==> config.mk <==
export PLATFORM = sky130hd
export DESIGN_NAME = rand_range_picker
export DESIGN_NICKNAME = d
export VERILOG_FILES = /design/src/rtl/rand_pkg.sv /design/src/rtl/rand_range_picker.sv
export SDC_FILE = /design/constraint.sdc
export NUM_CORES = 1
export LEC_CHECK = 0
export BUFFER_PORTS_ARGS = -buffer_cell sky130_fd_sc_hd__buf_4
export CAP_MARGIN = 30
export CORE_ASPECT_RATIO = 1.2
export CORE_UTILIZATION = 31
export DETAILED_ROUTE_END_ITERATION = 12
export PLACE_DENSITY = 0.48
export SLEW_MARGIN = 20
export SYNTH_ARGS = -nofsm -noshare
export SYNTH_HDL_FRONTEND = slang
export SYNTH_SLANG_ARGS = --single-unit
==> constraint.sdc <==
create_clock -name clk -period 2.8 [get_ports clk]
set_clock_uncertainty 0.15 [all_clocks]
set_input_delay 0.56 -clock clk [delete_from_list [all_inputs] [get_ports clk]]
set_output_delay 0.56 -clock clk [all_outputs]
set_load 0.01 [all_outputs]
==> src/rtl/rand_pkg.sv <==
// Shared types, defaults and the range-mask helper for the
// bounded random picker.
package rand_pkg;

    localparam int RAND_W    = 16;
    localparam int OUT_W     = 8;
    localparam int MAX_TRIES = 4;

    typedef enum logic [1:0] {
        IDLE = 2'd0,
        DRAW = 2'd1,
        DONE = 2'd2
    } state_t;

    // Right-fill of (bound-1): smallest 2^k-1 covering every value below bound.
    function automatic logic [31:0] range_mask(input logic [31:0] bound);
        logic [31:0] m;
        m = bound - 32'd1;
        m = m | (m >> 1);
        m = m | (m >> 2);
        m = m | (m >> 4);
        m = m | (m >> 8);
        m = m | (m >> 16);
        return m;
    endfunction

endpackage

==> src/rtl/rand_range_picker.sv <==
// Rejection-sampling picker: maps LFSR words to an unbiased value
// in [0, bound-1], falling back to cand-bound after MAX_TRIES misses.
module rand_range_picker
    import rand_pkg::*;
#(
    parameter int RAND_W    = rand_pkg::RAND_W,
    parameter int OUT_W     = rand_pkg::OUT_W,
    parameter int MAX_TRIES = rand_pkg::MAX_TRIES
) (
    input  logic              clk,
    input  logic              rst,
    input  logic [RAND_W-1:0] rand_in,
    input  logic              rand_valid,
    input  logic              req_valid,
    output logic              req_ready,
    input  logic [OUT_W-1:0]  req_bound,
    output logic              rsp_valid,
    input  logic              rsp_ready,
    output logic [OUT_W-1:0]  rsp_value,
    output logic              rsp_fallback,
    output logic              busy
);

    localparam int TRY_W = (MAX_TRIES > 1) ? $clog2(MAX_TRIES) : 1;

    state_t             r_state;
    logic [OUT_W-1:0]   r_bound;
    logic [OUT_W-1:0]   r_mask;
    logic [TRY_W-1:0]   r_try;
    logic [OUT_W-1:0]   r_value;
    logic               r_fallback;
    logic               r_rsp_valid;
    logic               r_req_ready;
    logic               r_busy;

    logic [OUT_W-1:0]   w_req_mask;
    logic [OUT_W-1:0]   w_cand;
    logic [OUT_W-1:0]   w_diff;
    logic               w_hit;
    logic               w_last;
    logic               w_unused;

    assign w_req_mask = OUT_W'(range_mask(32'(req_bound)));
    assign w_cand     = rand_in[OUT_W-1:0] & r_mask;
    assign w_hit      = (w_cand < r_bound);
    assign w_diff     = w_cand - r_bound;
    assign w_last     = (r_try == TRY_W'(MAX_TRIES - 1));
    assign w_unused   = ^rand_in;

    always_ff @(posedge clk) begin
        if (!rst) begin
            r_state     <= IDLE;
            r_bound     <= '0;
            r_mask      <= '0;
            r_try       <= '0;
            r_value     <= '0;
            r_fallback  <= 1'b0;
            r_rsp_valid <= 1'b0;
            r_req_ready <= 1'b1;
            r_busy      <= 1'b0;
        end else begin
            unique case (r_state)
                IDLE: begin
                    if (req_valid && r_req_ready) begin
                        r_bound     <= req_bound;
                        r_mask      <= w_req_mask;
                        r_try       <= '0;
                        r_req_ready <= 1'b0;
                        r_busy      <= 1'b1;
                        if (req_bound <= OUT_W'(1)) begin
                            r_value     <= '0;
                            r_fallback  <= 1'b0;
                            r_rsp_valid <= 1'b1;
                            r_state     <= DONE;
                        end else begin
                            r_state <= DRAW;
                        end
                    end
                end
                DRAW: begin
                    if (rand_valid) begin
                        if (w_hit) begin
                            r_value     <= w_cand;
                            r_fallback  <= 1'b0;
                            r_rsp_valid <= 1'b1;
                            r_state     <= DONE;
                        end else if (w_last) begin
                            // cand < 2*bound, so one subtract lands in range
                            r_value     <= w_diff;
                            r_fallback  <= 1'b1;
                            r_rsp_valid <= 1'b1;
                            r_state     <= DONE;
                        end else begin
                            r_try <= r_try + TRY_W'(1);
                        end
                    end
                end
                DONE: begin
                    if (rsp_ready) begin
                        r_rsp_valid <= 1'b0;
                        r_req_ready <= 1'b1;
                        r_busy      <= 1'b0;
                        r_state     <= IDLE;
                    end
                end
                default: begin
                    r_rsp_valid <= 1'b0;
                    r_req_ready <= 1'b1;
                    r_busy      <= 1'b0;
                    r_state     <= IDLE;
                end
            endcase
        end
    end

    assign req_ready    = r_req_ready;
    assign rsp_valid    = r_rsp_valid;
    assign rsp_value    = r_value;
    assign rsp_fallback = r_fallback;
    assign busy         = r_busy;

endmodule

==> impl_metrics.py, run 1 <==
metrics = {
    "finish": {
        "syn_to_final_growth_pct": 21.9,
        "filler_cell_count": 697,
        "multiInputGateArea_um2": 1260,
        "fin_cells": 380,
        "layout.nets": 340,
        "diodes": 0,
        "regArea_um2": 641,
        "layout-drive-gt1-share": 0.195,
    },
    "setup_path": {
        "crit_type": "input port to register",
        "cp_data_required_time_ns": 2.86,
        "critPathMaxFanout": 10,
        "end_kind": "register",
        "setup.worst_path.start_class": "input port",
        "crit_arrival_ns": 2.57,
    },
    "grt": {
        "grt_max_degree": 19,
        "grt_pass1_wl_um": 8390,
        "first_global_vias": 1727,
        "track_usage": 0.159,
        "antenna_found_initial": 0,
        "grt-ovfl-total": 0,
    },
    "detailed_routing": {
        "first_iter_violations": 82,
        "drc": 0,
        "vias_per_cell": 4.73,
        "wl_um": 4800,
        "ant_nets": 0,
        "vias": 1798,
        "routedWlPerCell_um": 12.6,
        "dr.pass1.iters": 4,
    },
    "floorplan": {
        "core_um2": 6130,
        "initial_utilization": 0.327,
        "die_h_um": 90.1,
        "num_rows": 31,
        "ios": 41,
        "fp.dieW_um": 75.4,
        "dieArea_um2": 6800,
    },
    "sta": {
        "rsz0062_at_grt": "no",
        "slew_headroom": 0.666,
        "slew_viol_final": 0,
        "fin_crit_sh": 0.897,
        "worst_pin_slew_ns": 0.498,
        "hold_viol_final": 0,
        "setup_viol": 0,
        "layout_min_cycle_time_ns": 2.51,
        "max_freq_mhz": 398,
    },
    "worst_hold_path": {
        "holdCritPathClass": "register to register",
    },
    "synthesis": {
        "synth_fp_nets": 301,
        "yosys_warnings": 0,
        "ys_ff_latch": 32,
        "ys_async_sr_fraction": 0,
        "synthCells": 259,
        "synth_edf_count": 0,
        "yosysUniqueCellTypes": 51,
        "syn_avg_cell_area_um2": 7.74,
        "synth_area_um2": 2010,
        "synth.yosys.seq_area_share": 0.319,
        "synth-main-ff-cell": "dfxtp_1",
    },
    "clocking": {
        "cts_resized": 0,
        "cts_hold_buf": 0,
        "clk_pin_slew_ns": 0.07,
        "cts_tree": "done",
        "cts_setup_buffers": 0,
        "cts_inserted_buffers": 5,
        "h-tree-depth": 2,
        "clk_latency_ns": 0.28,
        "clkSinkCount": 32,
        "clock_tree.root_cell": "clkbuf_8",
        "cts_max_path_buffers": 2,
    },
    "power_and_ir_drop": {
        "power_density_nw_per_um2": 752,
        "power_mw": 1.84,
        "p_leak_nw": 1.00,
        "max-vdd-ir-drop_uv": 205,
    },
    "placed_design": {
        "place_hpwl_um": 3780,
        "io_buffers": 32,
        "dp_cells": 373,
        "gp_congestion": 0.776,
    },
    "flow_run": {
        "maxCapViolCount": 0,
    },
    "status": {
        "outcome": "finished, final reports clean",
    },
}
per-stage QoR:
| step | worst slack (ns) | util | hold slack, ns | cell area (µm²) | TNS (ns) |
|---|---|---|---|---|---|
| 4_1_cts | 0.244 | 0.399 | 0.307 | 2440 | 0 |
| 5_1_grt | 0.0187 | 0.399 | 0.325 | 2440 | 0 |
| 3_5_place_dp | -0.0605 | 0.386 | 0.297 | 2370 | -0.296 |
| 3_3_place_gp | -0.0169 | 0.386 | 0.294 | 2370 | -0.0340 |
| 6_report | 0.289 | 0.399 | 0.302 | 2440 | 0 |
| 2_1_floorplan | 0.193 | - | 0.286 | 2010 | 0 |
final cells by class:
cell class	count	share of cell area
clock inverter	1	0.00205
multi-input combinational	203	0.517
clock buffer	6	0.0297
tap	82	0.0420
inverter	16	0.0246
timing repair buffer	40	0.123
sequential	32	0.262
critical path, cell delays in order:
cell      delay (ns)
buf_4           0.11
and2_1          0.17
ha_1            0.33
a21oi_1         0.12
a211oi_1        0.37
o21bai_1        0.22
o211ai_2        0.45
nand2_1         0.10
a21oi_1         0.14
cells in the mapped netlist (2+ instances only):
cell type / number / share of area
ha_1: 12 / 0.075
nand3_1: 12 / 0.030
dfxtp_1: 32 / 0.32
or3_1: 2 / 0.0062
a21o_1: 2 / 0.0075
nor2b_1: 2 / 0.0062
xnor2_1: 3 / 0.013
a211oi_1: 2 / 0.0075
a21oi_1: 32 / 0.080
and2_1: 8 / 0.025
nand2_1: 35 / 0.066
o22ai_1: 2 / 0.0062
o21ai_1: 4 / 0.010
nand3b_1: 3 / 0.011
inv_1: 15 / 0.028
o211ai_1: 2 / 0.0075
o21ai_0: 14 / 0.035
nor3_1: 4 / 0.010
nor2_1: 28 / 0.052
nand2b_1: 2 / 0.0062
a31oi_1: 2 / 0.0062
xor2_1: 2 / 0.0087
clkbuf_1: 6 / 0.011
o311a_1: 2 / 0.010
a21oi_2: 2 / 0.0087
mux2i_1: 4 / 0.020
kinds of logic after synthesis:
group | Yosys count | synth area share
AND/OR/NAND/NOR | 102 | 0.243
flip-flops | 32 | 0.319
multiplexers | 5 | 0.0256
adder cells (fa/ha/maj) | 13 | 0.0848
AO/OA/AOI/OAI | 78 | 0.255
XOR/XNOR | 5 | 0.0218
buffers and inverters | 24 | 0.0505
path summary, 6_finish.rpt:
check	cells past startpoint	end	slack, ns	start
max	9	rsp_fallback	0.29	rand_in[3]
min	2	r_bound[3]	0.30	r_bound[3]
max reg2reg	10	rsp_fallback	0.31	r_mask[0]
min reg2reg	2	r_bound[3]	0.30	r_bound[3]
sequential cells by signal, summed over array words and instances (netlist names):
name and cells:
rsp_value 8, r_state 2, rsp_valid 1, r_mask 8
req_ready 1, rsp_fallback 1, r_bound 8, r_try 2
busy 1
cells in the final DEF, fill, tap and decap left out, types with 2 or more instances in the layout:
cell | netlist | layout
a31oi_1 | 2 | 2
o21ai_1 | 4 | 4
nor2_1 | 28 | 28
or3_1 | 2 | 2
buf_4 | 1 | 40
o311a_1 | 2 | 2
ha_1 | 12 | 12
nor2b_1 | 2 | 2
nand2b_1 | 2 | 2
dfxtp_1 | 32 | 32
nor3_1 | 4 | 4
inv_1 | 15 | 15
o21ai_0 | 14 | 14
a211oi_1 | 2 | 2
nand3b_1 | 3 | 3
a21oi_2 | 2 | 2
mux2i_1 | 4 | 4
xor2_1 | 2 | 2
a21o_1 | 2 | 2
o22ai_1 | 2 | 2
nand3_1 | 12 | 12
a21oi_1 | 32 | 32
xnor2_1 | 3 | 3
clkbuf_8 | 0 | 5
o211ai_1 | 2 | 2
and2_1 | 8 | 8
nand2_1 | 35 | 35
metal layers:
layer  GRT usage  share of wire  up-vias
met2       0.255           0.49       24
met5           0              0        -
met3      0.0269          0.021        5
met1       0.211           0.47      787
met4      0.0556          0.018        0
li1            -              -      982
where the power goes:
part           internal (mW)  switching (mW)
Combinational          0.399           0.518
Sequential             0.530          0.0574
Clock                  0.169           0.166
Power figures use the tool's default switching activity.
==> run 2, diff against run 1 <==
--- a/config.mk
+++ b/config.mk
@@ -7,10 +7,12 @@
 export LEC_CHECK = 0
 export BUFFER_PORTS_ARGS = -buffer_cell sky130_fd_sc_hd__buf_4
 export CAP_MARGIN = 30
+export CELL_PAD_IN_SITES_DETAIL_PLACEMENT = 1
+export CELL_PAD_IN_SITES_GLOBAL_PLACEMENT = 2
 export CORE_ASPECT_RATIO = 1.2
 export CORE_UTILIZATION = 31
 export DETAILED_ROUTE_END_ITERATION = 12
-export PLACE_DENSITY = 0.48
+export PLACE_DENSITY = 0.77
 export SLEW_MARGIN = 20
 export SYNTH_ARGS = -nofsm -noshare
 export SYNTH_HDL_FRONTEND = slang
==> run 2 against run 1 <==
  * First-iteration DRC count shrank 68%
  * Combinational power grew 4.6%
  * Non-clock buffer count grew 7
  * Via count grew 5.6%
  * Critical path depth grew 1
  * Critical endpoint is now rsp_value[1]
  * Highest routed layer unchanged
==> impl_metrics.py, run 2 (synthesis gave the netlist of run 1 again) <==
metrics = {
    "setup_path": {
        "cp_data_required_time_ns": 2.81,
        "critPathMaxFanout": 7,
        "end_kind": "register",
        "setup.worst_path.start_class": "input port",
        "crit_type": "input port to register",
        "crit_arrival_ns": 2.48,
    },
    "sta": {
        "setup_viol": 0,
        "layout_min_cycle_time_ns": 2.47,
        "fin_crit_sh": 0.882,
        "hold_viol_final": 0,
        "worst_pin_slew_ns": 0.501,
        "fin_setup_tns_ns": 0,
        "slew_viol_final": 0,
        "whs_ns": 0.301,
        "max_freq_mhz": 405,
        "rsz0062_at_grt": "no",
        "slew_headroom": 0.664,
    },
    "power_and_ir_drop": {
        "p_leak_nw": 1.04,
        "p_sw_mw": 0.754,
        "p_seq_frac": 0.308,
        "pwr-share-comb": 0.501,
        "power_density_nw_per_um2": 762,
        "clkPwrFrac": 0.191,
        "max-vdd-ir-drop_uv": 195,
        "p_sw_frac": 0.394,
        "intPower_mw": 1.16,
    },
    "finish": {
        "diodes": 0,
        "most-common-layout-cells": "buf_4, nand2_1, a21oi_1, dfxtp_1, nor2_1",
        "filler_cell_count": 809,
        "layout_commonest_cell": "buf_4",
        "layout-drive-gt1-share": 0.212,
        "layout.nets": 347,
        "syn_to_final_growth_pct": 25.1,
    },
    "grt": {
        "grt-ovfl-total": 0,
        "antenna_found_initial": 0,
        "track_usage": 0.166,
        "grt_max_degree": 19,
        "first_global_vias": 1878,
        "grt_pass1_wl_um": 8780,
    },
    "detailed_routing": {
        "vias": 1899,
        "ant_nets": 0,
        "wl_um": 5050,
        "routedWlPerCell_um": 13.0,
        "first_iter_violations": 26,
        "dr.pass1.iters": 3,
        "drc": 0,
        "vias_per_cell": 4.89,
    },
    "clocking": {
        "clock_tree.root_cell": "clkbuf_8",
        "cts_tree": "done",
        "cts_setup_buffers": 0,
        "cts_max_path_buffers": 2,
        "h-tree-depth": 2,
        "clkSinkCount": 32,
        "cts_hold_buf": 0,
        "cts_inserted_buffers": 5,
        "clk_latency_ns": 0.28,
        "cts_resized": 0,
        "clk_pin_slew_ns": 0.07,
    },
    "floorplan": {
        "core_um2": 6130,
        "fp.dieW_um": 75.4,
        "ios": 41,
        "die_h_um": 90.1,
        "initial_utilization": 0.327,
        "dieArea_um2": 6800,
        "num_rows": 31,
    },
    "status": {
        "outcome": "finished, final reports clean",
    },
    "flow_run": {
        "maxCapViolCount": 0,
    },
    "placed_design": {
        "io_buffers": 32,
        "place_hpwl_um": 4080,
        "gp_congestion": 0.826,
    },
    "worst_hold_path": {
        "holdCritPathClass": "register to register",
    },
}
## run 2: path summary, 6_finish.rpt
kind	start	cells after the start	slack, ns	to
max	rand_in[5]	10	0.33	rsp_value[1]
min	rsp_value[1]	2	0.30	rsp_value[1]
max reg2reg	r_mask[0]	10	0.39	rsp_value[3]
min reg2reg	rsp_value[1]	2	0.30	rsp_value[1]
## run 2: critical path, stage by stage
cell and delay (ns):
buf_4 0.10, and2_1 0.16, ha_1 0.34, a21oi_1 0.28
o21ai_0 0.20, nor2_1 0.17, buf_4 0.17, mux2_2 0.34
nand3_1 0.09, a21oi_1 0.06
## run 2: through the flow
| step | std cells | power (mW) | setup WS, ns | util | instance area (µm²) |
|---|---|---|---|---|---|
| 2_1_floorplan | 259 | 1.23 | 0.193 | - | 2010 |
| 3_3_place_gp | 380 | 1.55 | 0.00929 | 0.395 | 2420 |
| 3_5_place_dp | 380 | 1.57 | -0.0107 | 0.395 | 2420 |
| 4_1_cts | 388 | 1.94 | 0.286 | 0.410 | 2510 |
| 5_1_grt | 388 | 2.09 | 0.0807 | 0.410 | 2510 |
| 6_report | 388 | 1.91 | 0.331 | 0.410 | 2510 |
## run 2: power by group through the flow
stage	combinational, mW	sequential (mW)	clock (mW)
after floorplan	0.655	0.575	0
after global placement	0.956	0.597	0
after detailed placement	0.969	0.599	0
after CTS	0.973	0.589	0.382
after global routing	1.09	0.601	0.404
final	0.958	0.589	0.366
## run 2: layer usage
metal  track usage  routed length [µm]  up-vias  share of wire
met5             0                   0        -              0
met4        0.0509                  55        0          0.011
met3        0.0336                 116        5          0.023
met2         0.283                2570       28           0.51
met1         0.203                2310      869           0.46
li1              -                   -      997              -
## run 2: area by class of cell
class / count / area (µm²) / share of cell area
multi-input cells: 203 / 1260 / 0.503
flip-flops and latches: 32 / 641 / 0.255
repair buffers: 47 / 353 / 0.141
well taps: 82 / 103 / 0.0409
clock buffers: 8 / 90.1 / 0.0359
inverters: 16 / 60.1 / 0.0239
